## src/rtl/mem_port_arbiter.sv

```systemverilog
// Shares one external memory bus between the instruction-refill port and the data port.
// Data has priority; instruction refills are guaranteed a grant after MAX_DSTREAK data grants.
//
// state | meaning
// ------+-------------------------------------------------------------
// IDLE  | bus free; the only state in which requests are sampled
// IBUSY | instruction refill in flight on the bus
// DBUSY | data read or write in flight on the bus
module mem_port_arbiter #(
    parameter int unsigned MAX_DSTREAK = 4,
    parameter int unsigned TIMEOUT     = 255
) (
    input  logic        clk,
    input  logic        rst,
    input  logic        i_ireq,
    input  logic [31:0] i_iaddr,
    output logic        o_ivd,
    output logic [31:0] o_idata,
    input  logic        i_dren,
    input  logic        i_dwen,
    input  logic [31:0] i_daddr,
    input  logic [31:0] i_dwdata,
    output logic        o_dvd,
    output logic [31:0] o_drdata,
    output logic        o_bus_req,
    output logic        o_bus_we,
    output logic [31:0] o_bus_addr,
    output logic [31:0] o_bus_wdata,
    input  logic [31:0] i_bus_rdata,
    input  logic        i_bus_vd,
    output logic        o_timeout
);

    localparam int unsigned SW = $clog2(MAX_DSTREAK + 1);

    typedef enum logic [1:0] {IDLE, IBUSY, DBUSY} state_t;

    state_t        state;
    logic [SW-1:0] streak;
    logic [15:0]   tcnt;
    logic          dreq;
    logic          streak_full;
    logic          grant_d;
    logic          grant_i;
    logic          busy;
    logic          tmo_hit;
    logic          done;

    assign dreq        = i_dren | i_dwen;
    assign streak_full = (32'(streak) >= MAX_DSTREAK);
    assign grant_d     = dreq && (!i_ireq || !streak_full);
    assign grant_i     = i_ireq && !grant_d;

    // tcnt counts completed busy cycles, so the current cycle is busy cycle tcnt+1
    assign busy    = (state != IDLE);
    assign tmo_hit = (TIMEOUT != 0) && ((32'(tcnt) + 32'd1) == TIMEOUT);
    assign done    = busy && (i_bus_vd || tmo_hit);

    assign o_ivd    = (state == IBUSY) && done;
    assign o_dvd    = (state == DBUSY) && done;
    assign o_idata  = (o_ivd && i_bus_vd) ? i_bus_rdata : 32'h0;
    assign o_drdata = (o_dvd && i_bus_vd) ? i_bus_rdata : 32'h0;

    always_ff @(posedge clk or posedge rst) begin
        if (rst) begin
            state       <= IDLE;
            streak      <= '0;
            tcnt        <= '0;
            o_bus_req   <= 1'b0;
            o_bus_we    <= 1'b0;
            o_bus_addr  <= 32'h0;
            o_bus_wdata <= 32'h0;
            o_timeout   <= 1'b0;
        end else begin
            o_timeout <= 1'b0;
            case (state)
                IDLE: begin
                    if (grant_d) begin
                        state       <= DBUSY;
                        o_bus_req   <= 1'b1;
                        o_bus_we    <= i_dwen;
                        o_bus_addr  <= i_daddr;
                        o_bus_wdata <= i_dwdata;
                    end else if (grant_i) begin
                        state       <= IBUSY;
                        o_bus_req   <= 1'b1;
                        o_bus_we    <= 1'b0;
                        o_bus_addr  <= i_iaddr;
                        o_bus_wdata <= 32'h0;
                    end
                    // a data grant with i_ireq high implies the streak was below the cap
                    if (!i_ireq)
                        streak <= '0;
                    else if (grant_d)
                        streak <= streak + SW'(1);
                    else
                        streak <= '0;
                end
                IBUSY, DBUSY: begin
                    if (done) begin
                        state     <= IDLE;
                        o_bus_req <= 1'b0;
                        tcnt      <= '0;
                        o_timeout <= !i_bus_vd;
                    end else begin
                        tcnt <= tcnt + 16'd1;
                    end
                end
                default: begin
                    state     <= IDLE;
                    o_bus_req <= 1'b0;
                    tcnt      <= '0;
                end
            endcase
        end
    end

endmodule

```

## config.mk

```make
export PLATFORM = sky130hd
export DESIGN_NAME = mem_port_arbiter
export DESIGN_NICKNAME = d
export VERILOG_FILES = /design/src/rtl/mem_port_arbiter.sv
export SDC_FILE = /design/constraint.sdc
export NUM_CORES = 1
export LEC_CHECK = 0
export CAP_MARGIN = 20
export CORE_ASPECT_RATIO = 1.1
export CORE_MARGIN = 5
export CORE_UTILIZATION = 39
export CTS_BUF_LIST = sky130_fd_sc_hd__clkbuf_4 sky130_fd_sc_hd__clkbuf_8 sky130_fd_sc_hd__clkbuf_16
export CTS_CLUSTER_DIAMETER = 150
export DETAILED_ROUTE_END_ITERATION = 12
export GPL_ROUTABILITY_DRIVEN = 1
export GPL_TIMING_DRIVEN = 0
export PLACE_DENSITY = 0.82
export SYNTH_ARGS = -nofsm -noshare
export SYNTH_HDL_FRONTEND = slang
export SYNTH_SLANG_ARGS = --single-unit
```

## constraint.sdc

```tcl
create_clock -name clk -period 4.3 [get_ports clk]
set_input_delay 1.29 -clock clk [delete_from_list [all_inputs] [get_ports clk]]
set_output_delay 1.29 -clock clk [all_outputs]
set_load 0.005 [all_outputs]
```

Word-level counts from Yosys, hierarchy flattened
Cells that the tools add are included.

storage, ports and cells
  logic and storage cells = 59
  flip-flop bits (word level) = 88
  output and inout port bits = 133

cells by class
  bitwise logic cells = 1
  multiplexer cells = 22
  $lt $le $gt $ge = 1
  eq/ne operators = 5
  reductions and logical operators = 19
  $add $sub $neg = 3

operators with widths
  kind                   count
  $mux 32                6
  $pmux 16 s2            1
  $add 16x1->17 const B  1
  $eq 17x8->1 const B    1
  $add 16x1->16 const B  1
  $mux 16                1
  $logic_and 1x1->1      7
  $mux 1                 7
  $mux 2                 3
  $mux 3                 2
  $logic_not 1->1        4
  $pmux 2 s2             1
  $reduce_and 2->1       2
  $reduce_bool 2->1      2
  $add 3x1->3 const B    1
  $ge 3x3->1 const B     1
  $ne 3x3->1 const B     1
  $eq 2x1->1 const B     1
  $eq 2x2->1 const B     1
  $logic_not 2->1        1
  $logic_or 1x1->1       2
  $ne 2x2->1 const B     1
  $pmux 1 s2             1
  $reduce_or 2->1        1
  $or 1x1->1             1

Depth between registers and ports, before layout
  depth in word-level cells = 9
  mapped depth = 10
  mapped depth without buffers = 8

Worst setup path after synthesis
OpenSTA, ideal clock, no wires.

  path kind = register -> output
  start point = register tcnt[0]
  end point = output port o_dvd
  data required time = 3.010 ns
  arrival = 1.967 ns
  path slack = 1.043 ns
  cell stages (with the launch flop) = 8
  cell sequence = dfrtp_1 ha_1 and4_1 a311oi_1 a211oi_1 nor4b_2 a21oi_1 nor3b_1

between the ends
  cells in the longest elaborated chain, start to end = 5

RTL lines
  item                    RTL line  RTL
  from (decl)             40        logic [15:0] tcnt;
  from (signal assigned)  106       tcnt <= tcnt + 16'd1;
  $add 16x1->17           56        assign tmo_hit = (TIMEOUT != 0) && ((32'(tcnt) + 32'd1) == TIMEOUT);
  $eq 17x8->1             56
  $logic_or 1x1->1        57        assign done = busy && (i_bus_vd || tmo_hit);
  $logic_and 1x1->1       57
  $logic_and 1x1->1       60        assign o_dvd = (state == DBUSY) && done;
  to (decl)               23        output logic o_dvd,

No other way between the ends.

Worst setup path in the final report
Same ends and word-level chain as after synthesis.

==> out/qor.csv <==
metric,value,unit
Worst setup SP type,flop,
Final Hold Vio Count,0,
first-pass GRT wire length,26300,microns
DR iter-0 viols,236,
"Top FF cell, synth",dfrtp_1,
layout cell share with drive strength beyond 1,0.06946,
Chip Width,114.6,microns
Layout area overhead,69.33,%
Tcrit/Tclk final,0.9110,
NumNets Final,898,
CTS tree,yes,
fin crit period,3917,ps
io pins,267,
Placed Cells,900,
RSZ-0062 raised after global routing,no,
Initial Util,0.3932,
PortBufs,266,
die footprint,14320,sq um
initial antenna violation count,0,
required time worst endpoint,3010,ps
gr usage total,0.2322,
Sink Count,88,
total leakage power,3.335,nW
Post-DRT Antenna Nets,0,
n_diodes,0,
"Avg Cell Area, Syn",9.793,sq um
slew margin rel.,0.4947,
via count,4812,
Worst Hold Launch,o_bus_addr[16],
top cell type's share of synthesized area,0.4695,
Finished Core Util,0.6658,
Post-Layout Cell Count,917,
H-tree Lvls,3,
CP max FO,9,
GPL Wtd Cong,0.9006,
pin count of the biggest net entering global routing,67,
synth warn,0,
fin. max-slew vios,0,
Post-synth EDFFs,0,
Core Area,11930,sq um
"Seq/Total Area, Yosys",0.4695,
max cap viols,0,
syn_nets,619,
peak supply drop,0.0004430,V
hold buffer count at CTS,0,
status,completed,
DRC errors left,0,
"flops & latches, synth",88,
CTS max path bufs,2,
Async SR Flop Fraction,1.000,
die height,125.0,microns
CTS Buf Count,9,
Final Power,4.109,mW
CP arrival,2630,ps
Post-Syn Area,4691,sq um
# fillers,920,
Power Density,517.4,nW/um^2
gr ovfl total,0,
post-synthesis cell count,479,
first-pass iteration count of the detailed router,4,
Worst Setup SP,tcnt[0],
DRT Wirelength,16900,microns
Max Clock Freq,0.2553,GHz
Worst-Margin Slew,758.0,ps
Synth area leader,dfrtp_1,
"Clk Latency, worst-skew pair",340,ps
reg2reg start,tcnt[0],
synth top area cells,"dfrtp_1 47%, and2_1 8.7%, mux2i_1 7.0%, a22o_1 6.5%, nand2_1 4.7%",
hpwl dp,13460,microns
wire per inst,18.43,microns
Root Buffer,clkbuf_16,
# rows,42,
min-delay worst type,reg2reg,
nature of the critical path endpoint,output port,
vias per inst,5.248,
"CTS clk-pin slew, worst paths",60,ps
top-count cell post-synth,dfrtp_1,
Crit Path Category,reg2out,
Final setup viols,0,
Worst Skew,7.591,ps
vias in the first global route,5045,
synth unique cells,53,
Post-synth top cells,"88 x dfrtp_1, 65 x and2_1, 59 x nand2_1",
worst max-delay path: stages, from the launching register on:
cell,delay (ps)
dfrtp_2,470
ha_2,250
and4_1,230
a311oi_1,330
a211oi_1,130
nor4b_2,350
a21oi_1,140
nor3b_1,200
dlymetal6s2s_1,180
stage by stage:
| stage | worst slack, ps | cell area (sq um) | hold slack [ps] | TNS, ps |
|---|---|---|---|---|
| 6_report | 382.7 | 7943 | 479.1 | 0 |
| 5_1_grt | 247.7 | 7943 | 503.1 | 0 |
| 4_1_cts | 7.075 | 7931 | 482.9 | 0 |
| 3_5_place_dp | -154.8 | 7576 | 469.3 | -5853 |
| 3_3_place_gp | -563.6 | 7546 | 463.3 | -53050 |
| 2_1_floorplan | 731.4 | 4691 | 458.7 | 0 |
state kept, by name (all words and copies together) (netlist names):
register	flops
o_bus_wdata	32
o_timeout	1
state	2
o_bus_req	1
o_bus_we	1
tcnt	16
streak	3
o_bus_addr	32
layout make-up:
cell class	count	area [sq um]	share of cell area
Clock buffer	12	260.3	0.03277
Multi-Input combinational cell	344	2301	0.2897
Clock inverter	4	51.30	0.006459
Buffer	40	198.9	0.02505
Timing Repair Buffer	268	2705	0.3406
Inverter	7	28.78	0.003623
Sequential cell	88	2205	0.2776
Tap cell	154	192.7	0.02426
per-layer routing:
metal / wire length, microns / vias to the layer above / global-route usage
li1: - / 2241 / -
met1: 6081 / 2321 / 0.2486
met2: 8729 / 204 / 0.4142
met3: 1456 / 46 / 0.07588
met4: 637 / 0 / 0.09644
met5: 0 / - / 0
placed cells by master (no fill, tap or decap), drive strengths merged, types with 6 or more instances in the layout:
cell type	Yosys	final
a21oi	6	6
mux2i	33	33
and2	65	65
o21ai	42	42
dfrtp	88	88
nor2	9	9
buf	14	16
ha	6	6
nand2	60	60
nor4	7	7
inv	7	8
a22o	35	35
nand3	21	21
clkbuf	26	38
clkdlybuf4s50	0	263
power by group:
part	switching [mW]	total [mW]	internal, mW
registers	0.217	1.38	1.16
logic	0.865	1.91	1.05
clock network	0.330	0.820	0.490
total	1.41	4.11	2.70
path summary, 6_finish.rpt:
kind                       slack [ps]        endpoint  depth (start not counted)
max                               380           o_dvd                          8
max in group asynchronous        2400         tcnt[0]                          3
min reg2reg                       480  o_bus_addr[16]                          2
min                               480  o_bus_addr[16]                          2
min in group asynchronous        1270  o_bus_addr[13]                          2
max reg2reg                      1720         tcnt[8]                          9
timing repair:
action | CTS | global route
setup buffers | 1 | 0
resized for setup | 16 | 4
endpoints found under the setup margin | 62 | 41
pin swaps | 1 | 1
kinds of logic (layout without fill, tap and decap cells):
| family | count (synthesis) | after routing | synth area share |
|---|---|---|---|
| and+or+nand+nor | 199 | 199 | 0.2398 |
| buffers and inverters | 47 | 331 | 0.04534 |
| DFF | 88 | 88 | 0.4695 |
| xor gates and xnor gates | 3 | 3 | 0.005603 |
| adders and majority gates | 6 | 6 | 0.01600 |
| muxes | 34 | 34 | 0.07282 |
| AOI/OAI and AO/OA | 102 | 102 | 0.1510 |
Note: power is estimated with default switching activity, not from simulation.
